==> src/rtl/bcd_countdown.sv <==
// Loadable multi-digit BCD countdown timer with start/stop control and a one-cycle expiry pulse.
// Optional BCD_COUNTDOWN_AUTO_RELOAD_EN: on expiry, reload from the last loaded value and keep running.
module bcd_countdown #(
    parameter int DIGITS = 4
) (
    input  logic                  clk,
    input  logic                  clear_,
    input  logic                  load,
    input  logic [4*DIGITS-1:0]   data,
    input  logic                  start,
    input  logic                  stop,
    input  logic                  tick,
    output logic [4*DIGITS-1:0]   count,
    output logic                  running,
    output logic                  zero,
    output logic                  done
);
    localparam int W = 4*DIGITS;

    typedef enum logic [1:0] {IDLE, RUN, PAUSED, EXPIRED} state_t;

    state_t         state_q;
    logic [W-1:0]   count_q;
    logic           running_q;
    logic           done_q;
    logic [W-1:0]   data_sat;
    logic [W-1:0]   count_dec;
    logic [W-1:0]   reload_val;
    logic           borrow;
    logic           at_one;
    logic           nonzero;

    // Out-of-range preset digits clamp to 9 so the counter never holds a non-BCD digit.
    always_comb begin
        data_sat = data;
        for (int i = 0; i < DIGITS; i++)
            if (data[4*i +: 4] > 4'd9) data_sat[4*i +: 4] = 4'd9;
    end

    always_comb begin
        borrow    = 1'b1;
        count_dec = count_q;
        for (int i = 0; i < DIGITS; i++) begin
            if (borrow) begin
                if (count_q[4*i +: 4] == 4'd0) begin
                    count_dec[4*i +: 4] = 4'd9;
                end else begin
                    count_dec[4*i +: 4] = count_q[4*i +: 4] - 4'd1;
                    borrow = 1'b0;
                end
            end
        end
    end

    assign at_one  = (count_q == W'(1));
    assign nonzero = |count_q;

`ifdef BCD_COUNTDOWN_AUTO_RELOAD_EN
    logic [W-1:0] reload_q;

    always_ff @(posedge clk or negedge clear_) begin
        if (!clear_)   reload_q <= '0;
        else if (load) reload_q <= data_sat;
    end

    assign reload_val = reload_q;
`else
    assign reload_val = '0;
`endif

    // Priority load > stop > start > tick; an input that does not apply in the current state does not block lower ones.
    always_ff @(posedge clk or negedge clear_) begin
        if (!clear_) begin
            state_q   <= IDLE;
            count_q   <= '0;
            running_q <= 1'b0;
            done_q    <= 1'b0;
        end else begin
            done_q <= 1'b0;
            if (load) begin
                count_q   <= data_sat;
                state_q   <= IDLE;
                running_q <= 1'b0;
            end else if (stop && state_q == RUN) begin
                state_q   <= PAUSED;
                running_q <= 1'b0;
            end else if (start && (state_q == IDLE || state_q == PAUSED) && nonzero) begin
                state_q   <= RUN;
                running_q <= 1'b1;
            end else if (tick && state_q == RUN) begin
                done_q <= at_one;
                if (!at_one) begin
                    count_q <= count_dec;
                end else if (reload_val != '0) begin
                    count_q <= reload_val;
                end else begin
                    count_q   <= '0;
                    state_q   <= EXPIRED;
                    running_q <= 1'b0;
                end
            end
        end
    end

    assign count   = count_q;
    assign running = running_q;
    assign done    = done_q;
    assign zero    = ~nonzero;

endmodule
==> config.mk <==
export PLATFORM = sky130hd
export DESIGN_NAME = bcd_countdown
export DESIGN_NICKNAME = d
export VERILOG_FILES = /design/src/rtl/bcd_countdown.sv
export SDC_FILE = /design/constraint.sdc
export NUM_CORES = 1
export LEC_CHECK = 0
export BUFFER_PORTS_ARGS = -buffer_cell sky130_fd_sc_hd__buf_2
export CAP_MARGIN = 20
export CORE_MARGIN = 3
export CORE_UTILIZATION = 36
export DETAILED_ROUTE_END_ITERATION = 10
export GPL_TIMING_DRIVEN = 0
export PLACE_DENSITY = 0.7
export SLEW_MARGIN = 25
export SYNTH_ARGS = -nofsm -noshare
export SYNTH_HDL_FRONTEND = slang
export SYNTH_SLANG_ARGS = --single-unit
export TNS_END_PERCENT = 5
==> constraint.sdc <==
create_clock -name clk -period 1.8 [get_ports clk]
set_input_delay 0.27 -clock clk [delete_from_list [all_inputs] [get_ports clk]]
set_output_delay 0.27 -clock clk [all_outputs]
set_load 0.02 [all_outputs]
==> run metrics <==
outcome finished, violations left; violated checks negative setup slack; Post-synth EDFFs 0; clock slew at reported path FFs 0.08 ns; CP Buf/Inv Count 2; Synth warnings 0; final setup fails 11; Worst path top cell family by delay simple AND/OR/NAND/NOR gates; Worst-Skew Late Latency 0.26 ns; Primary FF master, synth dfrtp_1; maximum fanout along the worst path 4; fin crit period 1.95 ns; vias 1551; total track usage 17.0%; HPWL Detailed 2730 µm; hold depth 3; Async SR Flop Fraction 100%; Hold Path Sink count[2]; Max Freq 0.514 GHz; Critical Path End Type output pin; post-route ant nets 0; Root Buffer clkbuf_8; R2R depth 8; Via-to-Cell Ratio approximately 5.4; RSZ-0062 raised after global routing true; mean post-synth cell area 8.84 µm²; CTS buffer count 3; Hold Crit Start data[2]; Fin Clk Skew 0.00392 ns; Synth cell types 45; nets@finish about 270; global-route wire length before repair 6820 µm; Worst EP arrival 1.68 ns; antenna cell count 0; critical path, cell by cell inv_1, ha_2, nor3b_4, and2_4, and3_4, buf_6; Pwr Density roughly 630 mW/mm²; drt drc 0; count of pins over their slew limit 0; largest net degree at the start of global routing 21; IO Count 41; vias in the first global route 1543; Hold WC Path Type in2reg; Leak slightly below 0.001 µW; synthesized cell area between 0.001 and 0.0015 mm²; VDD IR-drop max ~540 µV; CP Class reg2out; Final Cell Area 0.00218 mm²; final RePlAce weighted congestion around 0.83; Post-DP Area between 0.0015 and 0.002 mm²; max cap viols 0; slowest cell on the critical path dfrtp_2; Rows 22; synth-to-layout area growth 51.5%; Synthesized Nets 192; CTS tree built; Rel. slew slack ~62%; startpoint types flip-flop; share of layout cells above drive strength 1 50.8%; fillcell total 309; final setup margin -0.147 ns; Die Wd 69.3 µm; Seq/Total Area, Yosys 34.8%; drt pass-1 iters 4; DR WL/cell approximately 15 µm; pre-CTS setup slack -0.237 ns; commonest cells after routing, fill and taps aside buf_2 (39), buf_4 (27), nor2_1 (13); Gate Count Post-Synth 163; Max clock buf depth 2; Initial Utilization 38.2%; r2r startpoint count[13]; fin crit share 108%; DR iter-0 viols about 120; die height 69.3 µm; R2R Setup Slk -0.12 ns; commonest non-fill, non-tap cell in the layout buf_2; Worst Tran Pin Value 0.565 ns; GRT overflow 0; CP required around 1.5 ns; initial antenna violation count 0; number of buffers inserted by port buffering 39; Seq cells post-synth 20; Worst R2R End count[12]; H-tree levels 1; Final Hold Fails 0; final WL about 4400 µm; core area about 0.0038 mm²; CP max stage delay 0.44 ns; die footprint around 0.0048 mm²; TritonCTS Sinks 20
## kinds of logic (layout without fill, tap and decap cells)
group | Yosys count | count (layout) | share of synthesized area (%)
DFF | 20 | 20 | 34.8
adders and majority gates | 7 | 7 | 6.08
muxes | 3 | 3 | 2.09
AOI/OAI and AO/OA | 54 | 54 | 23.5
and+or+nand+nor | 61 | 61 | 27.7
buffers and inverters | 18 | 93 | 5.91
## sequential cells by signal, summed over array words and instances (netlist names)
name     cells
count       16
done         1
running      1
state_q      2
## repair_timing
item	CTS	global route
pin swaps	12	7
setup buffers	25	6
cloned	0	0
endpoints found under the hold margin	20	0
hold buffers	1	0
resized for setup	17	19
endpoints found under the setup margin	19	19
## power by group
part / switching [µW] / total [µW] / internal, µW / leakage, µW
sequential: 56.5 / 551 / 494 / 0.000235
clock: 157 / 352 / 195 / 0.0000288
combinational: 255 / 479 / 224 / 0.000706
## how the worst max path moves through the flow
stage,from,endpoint,slack [ns],cells past startpoint
floorplan,count[8],running,-0.04,8
global placement,count[8],count[12],-0.23,7
detailed placement,count[5],count[12],-0.24,7
CTS,count[4],zero,-0.10,6
global route,count[13],count[12],-0.23,8
finish,count[0],zero,-0.15,6
## worst reg2reg max path: stages (launching register included)
cell and delay (ns):
dfrtp_2 0.41, inv_1 0.09, ha_4 0.15, nor3b_4 0.25
buf_4 0.17, nand4_4 0.13, a21o_4 0.26, a221oi_2 0.25
a31oi_1 0.08
## cells in the mapped netlist (2+ instances only)
cell type / n / share of area [%]
nor2b_1: 3 / 1.3
o21ai_0: 18 / 6.3
a21oi_1: 13 / 4.5
o21a_1: 2 / 1.0
nand3_1: 2 / 0.70
nor3b_2: 2 / 1.7
nor2_1: 13 / 3.4
mux2i_1: 3 / 2.1
nand2b_1: 2 / 0.87
dfrtp_1: 20 / 35
inv_1: 13 / 3.4
o22a_1: 2 / 1.2
a31oi_1: 4 / 1.7
a32oi_1: 2 / 1.2
nand2_1: 11 / 2.9
nor3b_4: 4 / 5.2
nor3_1: 5 / 1.7
a311oi_1: 2 / 1.2
ha_1: 7 / 6.1
and2_1: 2 / 0.87
nand3b_1: 3 / 1.6
o31ai_1: 3 / 1.6
nor4_1: 5 / 2.2
## layout make-up
| class | instances | area [µm²] | area share (%) |
|---|---|---|---|
| Clock buffer | 4 | 55.1 | 2.52 |
| Timing Repair Buffer | 71 | 468 | 21.4 |
| Buffer | 5 | 40.0 | 1.83 |
| Multi-Input combinational cell | 125 | 995 | 45.6 |
| Inverter | 13 | 53.8 | 2.47 |
| Tap cell | 48 | 60.1 | 2.75 |
| Sequential cell | 20 | 510 | 23.4 |
## per-stage QoR
step	TNS, ns	util [%]	total power [µW]	hold WS (ns)	instances
finish	-0.512	57.9	1380	0.217	286
global route	-2.37	57.9	1460	0.236	286
CTS	-0.482	54.8	1340	0.221	280
detailed placement	-2.35	46.5	920	0.250	250
global placement	-2.10	46.5	913	0.252	250
floorplan	-0.105	-	798	-0.0256	163
## routing by layer
metal	vias to the layer above	wire, µm	part of all wire [%]	track usage, %
met5	-	0	0	0
met4	0	57	1.3	6.07
met3	7	171	3.9	2.17
met2	42	2280	52	29.6
met1	750	1870	43	21.4
li1	752	-	-	-
(Power assumes the default switching activity.)
